**config.mk**
```make
export PLATFORM = sky130hd
export DESIGN_NAME = ahb2_arbiter_flat
export DESIGN_NICKNAME = d
export VERILOG_FILES = /design/src/rtl/ahb2_arbiter_if.sv /design/src/rtl/ahb2_arbiter.sv /design/src/flat_wrapper.sv
export SDC_FILE = /design/constraint.sdc
export NUM_CORES = 1
export LEC_CHECK = 0
export CAP_MARGIN = 40
export CORE_UTILIZATION = 53
export DETAILED_ROUTE_END_ITERATION = 10
export PLACE_DENSITY = 0.83
export SYNTH_ARGS = -nofsm -noshare
export SYNTH_HDL_FRONTEND = slang
export SYNTH_SLANG_ARGS = --single-unit
```
**constraint.sdc**
```tcl
create_clock -name hclk -period 4.56 [get_ports hclk]
set_input_delay 1.14 -clock hclk [delete_from_list [all_inputs] [get_ports hclk]]
set_output_delay 1.14 -clock hclk [all_outputs]
set_load 0.005 [all_outputs]
```
**src/rtl/ahb2_arbiter_if.sv**
```systemverilog
// ahb2_arbiter_if -- shared AHB2 arbitration signals.
//   slave  modport: arbiter view (requests/bus status in, grant/owner out)
//   master modport: bus/master view (requests/bus status out, grant/owner in)
// Signals:
//   hbusreq[NUM_MST]  per-master bus request
//   hlock[NUM_MST]    per-master lock request (only with AHB2_ARB_LOCK_EN)
//   htrans[2]         shared transfer type (IDLE/BUSY/NONSEQ/SEQ)
//   hburst[3]         shared burst type
//   hready            shared transfer-done
//   hgrant[NUM_MST]   one-hot grant
//   hmaster[MW]       address-phase owner index
//   hmastlock         address phase is locked
// Optional feature macro: AHB2_ARB_LOCK_EN
interface ahb2_arbiter_if #(
   parameter int NUM_MST = 4
);
   localparam int MW = $clog2(NUM_MST);

   logic [NUM_MST-1:0] hbusreq;
`ifdef AHB2_ARB_LOCK_EN
   logic [NUM_MST-1:0] hlock;
`endif
   logic [1:0]         htrans;
   logic [2:0]         hburst;
   logic               hready;
   logic [NUM_MST-1:0] hgrant;
   logic [MW-1:0]      hmaster;
   logic               hmastlock;

   modport slave (
`ifdef AHB2_ARB_LOCK_EN
      input  hlock,
`endif
      input  hbusreq, htrans, hburst, hready,
      output hgrant, hmaster, hmastlock
   );

   modport master (
`ifdef AHB2_ARB_LOCK_EN
      output hlock,
`endif
      output hbusreq, htrans, hburst, hready,
      input  hgrant, hmaster, hmastlock
   );
endinterface

```
**src/rtl/ahb2_arbiter.sv**
```systemverilog
// ahb2_arbiter -- round-robin AHB2 bus arbiter with burst-aware hand-over.
// Ports:
//   hclk      bus clock, all state updates on the rising edge
//   hreset_n  synchronous active-low reset
//   bus       ahb2_arbiter_if.slave (hbusreq, [hlock], htrans, hburst,
//             hready in; hgrant, hmaster, hmastlock out, all registered)
// Parameters: NUM_MST (2..8) masters, DEF_MST park master index.
// Optional feature macro: AHB2_ARB_LOCK_EN (hlock input, lock hold,
// registered hmastlock). Without it hmastlock is constant 0.
module ahb2_arbiter #(
   parameter int NUM_MST = 4,
   parameter int DEF_MST = 0
) (
   input  logic           hclk,
   input  logic           hreset_n,
   ahb2_arbiter_if.slave  bus
);
   localparam int MW = $clog2(NUM_MST);

   localparam logic [1:0] HT_IDLE   = 2'd0;
   localparam logic [1:0] HT_BUSY   = 2'd1;
   localparam logic [1:0] HT_NONSEQ = 2'd2;
   localparam logic [1:0] HT_SEQ    = 2'd3;

   localparam logic [MW-1:0] DEF_IDX = MW'(DEF_MST);

   logic [NUM_MST-1:0] hgrant_q,    hgrant_d;
   logic [MW-1:0]      gnt_idx_q,   gnt_idx_d;
   logic [MW-1:0]      hmaster_q,   hmaster_d;
   logic               hmastlock_q, hmastlock_d;
   logic [3:0]         cnt_q,       cnt_d;
   logic [MW-1:0]      ptr_q,       ptr_d;

   logic               lock_hold;
   logic               arb_pt;
   logic               any_req;
   logic [MW-1:0]      win_idx;
   logic [MW-1:0]      cand;

   // Remaining SEQ beats after the NONSEQ of a fixed-length burst.
   function automatic logic [3:0] burst_beats(input logic [2:0] hb);
      case (hb)
         3'd2, 3'd3: burst_beats = 4'd3;
         3'd4, 3'd5: burst_beats = 4'd7;
         3'd6, 3'd7: burst_beats = 4'd15;
         default:    burst_beats = 4'd0;
      endcase
   endfunction

`ifdef AHB2_ARB_LOCK_EN
   assign lock_hold = bus.hlock[gnt_idx_q];
`else
   assign lock_hold = 1'b0;
`endif

   always_comb begin
      cnt_d = cnt_q;
      if (bus.hready) begin
         case (bus.htrans)
            HT_IDLE:   cnt_d = 4'd0;
            HT_BUSY:   cnt_d = cnt_q;
            HT_NONSEQ: cnt_d = burst_beats(bus.hburst);
            HT_SEQ:    cnt_d = (cnt_q != 4'd0) ? cnt_q - 4'd1 : 4'd0;
            default:   cnt_d = cnt_q;
         endcase
      end
   end

   // Walk downwards so the candidate nearest to ptr+1 is assigned last and wins.
   always_comb begin
      any_req = 1'b0;
      win_idx = ptr_q;
      cand    = ptr_q;
      for (int i = NUM_MST; i >= 1; i--) begin
         cand = MW'((int'(ptr_q) + i) % NUM_MST);
         if (bus.hbusreq[cand]) begin
            any_req = 1'b1;
            win_idx = cand;
         end
      end
   end

   always_comb begin
      gnt_idx_d = gnt_idx_q;
      ptr_d     = ptr_q;
      arb_pt    = bus.hready && (cnt_d == 4'd0) && !lock_hold;
      if (arb_pt) begin
         if (any_req) begin
            gnt_idx_d = win_idx;
            ptr_d     = win_idx;
         end else begin
            // Park on the default master; pointer keeps the last real winner.
            gnt_idx_d = DEF_IDX;
         end
      end
      // Grant is always decoded from one index, so it cannot be zero or multi-hot.
      hgrant_d            = '0;
      hgrant_d[gnt_idx_d] = 1'b1;

      hmaster_d = bus.hready ? gnt_idx_q : hmaster_q;
`ifdef AHB2_ARB_LOCK_EN
      hmastlock_d = bus.hready ? bus.hlock[gnt_idx_q] : hmastlock_q;
`else
      hmastlock_d = 1'b0;
`endif
   end

   always_ff @(posedge hclk) begin
      if (!hreset_n) begin
         hgrant_q          <= '0;
         hgrant_q[DEF_IDX] <= 1'b1;
         gnt_idx_q         <= DEF_IDX;
         hmaster_q         <= DEF_IDX;
         hmastlock_q       <= 1'b0;
         cnt_q             <= 4'd0;
         ptr_q             <= DEF_IDX;
      end else begin
         hgrant_q    <= hgrant_d;
         gnt_idx_q   <= gnt_idx_d;
         hmaster_q   <= hmaster_d;
         hmastlock_q <= hmastlock_d;
         cnt_q       <= cnt_d;
         ptr_q       <= ptr_d;
      end
   end

   assign bus.hgrant    = hgrant_q;
   assign bus.hmaster   = hmaster_q;
   assign bus.hmastlock = hmastlock_q;
endmodule

```
**src/flat_wrapper.sv**
```systemverilog
// flat-port wrapper written by rule: the top's interface ports become plain ports
module ahb2_arbiter_flat 
#(
   parameter int NUM_MST = 4,
   parameter int DEF_MST = 0
)
  (hclk, hreset_n, bus_hbusreq, bus_htrans, bus_hburst, bus_hready, bus_hgrant, bus_hmaster, bus_hmastlock);
  ahb2_arbiter_if #(.NUM_MST(NUM_MST)) bus_i ();
  input  logic hclk;
  input  logic hreset_n;
  input wire logic [$bits(bus_i.hbusreq)-1:0] bus_hbusreq;
  input wire logic [$bits(bus_i.htrans)-1:0] bus_htrans;
  input wire logic [$bits(bus_i.hburst)-1:0] bus_hburst;
  input wire logic [$bits(bus_i.hready)-1:0] bus_hready;
  output wire logic [$bits(bus_i.hgrant)-1:0] bus_hgrant;
  output wire logic [$bits(bus_i.hmaster)-1:0] bus_hmaster;
  output wire logic [$bits(bus_i.hmastlock)-1:0] bus_hmastlock;
  assign bus_i.hbusreq = bus_hbusreq;
  assign bus_i.htrans = bus_htrans;
  assign bus_i.hburst = bus_hburst;
  assign bus_i.hready = bus_hready;
  assign bus_hgrant = bus_i.hgrant;
  assign bus_hmaster = bus_i.hmaster;
  assign bus_hmastlock = bus_i.hmastlock;
  ahb2_arbiter #(.NUM_MST(NUM_MST), .DEF_MST(DEF_MST)) u_core (.hclk(hclk), .hreset_n(hreset_n), .bus(bus_i));
endmodule
```
==> results_dict.tcl <==
set metrics [dict create \
    outcome "finished, final reports clean" \
    r2r_setup_slack_ps 2480 \
    worstRegToRegCells 7 \
    totalPowerFinal_uw 317 \
    syn2layout_area_growth_pct 21.8 \
    initial_core_util 0.575 \
    synth.mux.area_fraction 0.0339 \
    post_cts_buffers 0 \
    endpoint "u_core.bus.hgrant[0]" \
    synthAdderAreaFrac 0.0282 \
    syn_inst 106 \
    syn_area_per_cell_um2 8.36 \
    yosysWarnings 0 \
    synthDistinctLibCells 46 \
    die_area_um2 1840 \
    remaining_drc_errors 0 \
    max-cap-violations 0 \
    synth_edf_count 0 \
    hold_buffers 0 \
    p_clk_frac 0.282 \
    fin_ws_ps 1700 \
    root_buffer "clkbuf_4" \
    ys_seq_elements 14 \
    p_sw_frac 0.295 \
    grt_start_max_net_pins 12 \
    cts.clk_slew.worst_paths_ps 90 \
    drtPass1Iterations 4 \
    synthXorXnorAreaFrac 0 \
    required_ps 4760 \
    cts_made_buffers 3 \
    tns_ps 0 \
    portBuffers 16 \
    post-route-period-util 0.627 \
    cp_slowest_cell "clkdlybuf4s50_1" \
    antenna_found_initial 0 \
    path_max_fanout 9 \
    nets 137 \
    fin_skew_ps 3.89 \
    max_freq_ghz 0.350 \
    layout-drive-gt1-share 0.107 \
    globalRouteTotalUtil 0.232 \
    yosys.cell_count.top_type "dfxtp_1" \
    rr_endpoint "u_core.bus.hgrant[0]" \
    power.net_switching_uw 93.7 \
    grt-ovfl-total 0 \
    gp_congestion 0.845 \
    clock_latency_ps 280 \
    synth-compound-area-share 0.291 \
    ys_seq_area_frac 0.316 \
    cts_tree "built" \
    rsz0062_at_grt "no" \
    ys.flop_type "dfxtp_1" \
    rr_startpoint "u_core.cnt_q[0]" \
    p_seq_frac 0.446 \
    p_leak_uw 0.000412 \
    detailroute.via_count 887 \
    core-area_um2 1540 \
    dp_slack_ps 1460 \
    start_kind "input pin" \
    internal-power_uw 224 \
    hold_violations 0 \
    synth_nets 120 \
    cts_resized 0 \
    yosys.area.top_type "dfxtp_1" \
    power_per_cell_area_nw_per_um2 294 \
    hold_class "reg2reg" \
    stdcell_area_um2 1080 \
    routed_wirelength_um 1960 \
    worstSetupPathType "in2reg" \
    critPathLaunch "bus_htrans[0]" \
    synthSimpleGateAreaFrac 0.278 \
    grt_pass1_wl_um 3240 \
    pwr-share-comb 0.272 \
    antenna_cells 0 \
    numClockSinks 14 \
    clk_path_buf_depth 2 \
    max_stage_delay_ps 600 \
    htree_num_levels 1 \
    vdd_drop_max_mv 0.212 \
    die_x_um 42.9 \
    arrival_ps 3060 \
    initialDrtViolationCount 35 \
    placed_area_um2 1040 \
    die_h_um 42.9 \
    cp_cell_sequence "clkdlybuf4s50_1 -> nand3b_1 -> o211ai_1 -> o31ai_1 -> nand2_2 -> o311ai_2" \
    synth_commonest_cells "dfxtp_1 (14), nor2_1 (13), nand2_1 (6)" \
    final-max-slew-violation-count 0 \
    rows 14 \
    synth_top_area_frac 0.316 \
    dp_hpwl_um 1390 \
    ant_nets 0 \
    synth_area_leaders "dfxtp_1 (32%), nor2_1 (5.5%), mux2i_1 (3.4%)" \
    vias_per_cell 6.43 \
    hold_slack_ps 515 \
    fill_cells 130 \
    synth_top_family_by_area "compound AO/OA/AOI/OAI gates" \
    end_kind "flop" \
    wl_per_cell_um 14.2 \
    io_pins 19 \
    finalSetupViolations 0 \
    syn_area_um2 886 \
    min_period_ps 2860 \
    grt_pass1_vias 755 \
    synth-async-reset-ratio 0 \
]
## worst min path at each step
stage,slack [ps],startpoint,endpoint,cells after the start
after global placement,480,u_core.bus.hmaster[0],u_core.bus.hmaster[0],2
after global routing,580,u_core.bus.hmaster[0],u_core.bus.hmaster[0],2
after floorplan,480,u_core.bus.hmaster[0],u_core.bus.hmaster[0],2
after detailed placement,480,u_core.bus.hmaster[0],u_core.bus.hmaster[0],2
after CTS,520,u_core.bus.hmaster[1],u_core.bus.hmaster[1],2
final,510,u_core.bus.hmaster[1],u_core.bus.hmaster[1],2
## sequential cells by signal, indices dropped and copies added, names as in the netlist
register,flops
u_core.cnt_q,4
u_core.ptr_q,2
u_core.gnt_idx_q,2
u_core.bus.hmaster,2
u_core.bus.hgrant,4
## layer usage
layer  global-route usage  wire length (um)
met1                0.302               862
met5                    0                 0
met2                0.382               930
met4               0.0625                34
met3               0.0511               133
## worst max-delay path: cells and delay by family
family,cells,cell delay [ps]
AO/OA/AOI/OAI,3,940
buffers and inverters,1,600
AND/OR/NAND/NOR,2,370
## area by class of cell
class	instances	area (um2)	area share
Inverter	5	18.8	0.0174
Timing Repair Buffer	16	160	0.148
Multi-Input combinational cell	83	563	0.522
Clock buffer	4	36.3	0.0336
Tap cell	16	20.0	0.0186
Sequential cell	14	280	0.260
## logic make-up after synthesis
group,Yosys count
AND/OR/NAND/NOR,43
adder cells (fa/ha/maj),2
AO/OA/AOI/OAI,34
buffers and inverters,9
multiplexers,3
flip-flops,14
other,1
## power groups by stage
stage	registers, uW	clock network, uW	logic (uW)
2_1_floorplan	143	0	56.4
3_3_place_gp	144	0	81.9
3_5_place_dp	144	0	83.8
4_1_cts	141	90.0	85.2
5_1_grt	143	96.2	94.4
6_report	141	89.6	86.2
## through the flow
stage | cells | util
after floorplan | 106 | -
after global placement | 134 | 0.676
after detailed placement | 134 | 0.676
after CTS | 138 | 0.700
after global routing | 138 | 0.700
final | 138 | 0.700
## cells in the final DEF, fill, tap and decap left out, types with 2 or more instances in the layout
cell type	n
dfxtp_1	14
o22ai_1	2
a21o_1	2
inv_1	5
nor2b_1	3
nand3b_1	3
nand3_1	2
nand2_1	6
clkbuf_4	3
o221ai_1	2
nand2b_1	3
nor2_1	13
ha_1	2
o31ai_1	4
mux2i_1	3
o21ai_0	5
a31o_1	2
a21oi_1	5
clkdlybuf4s50_1	16
(Power assumes the default switching activity.)
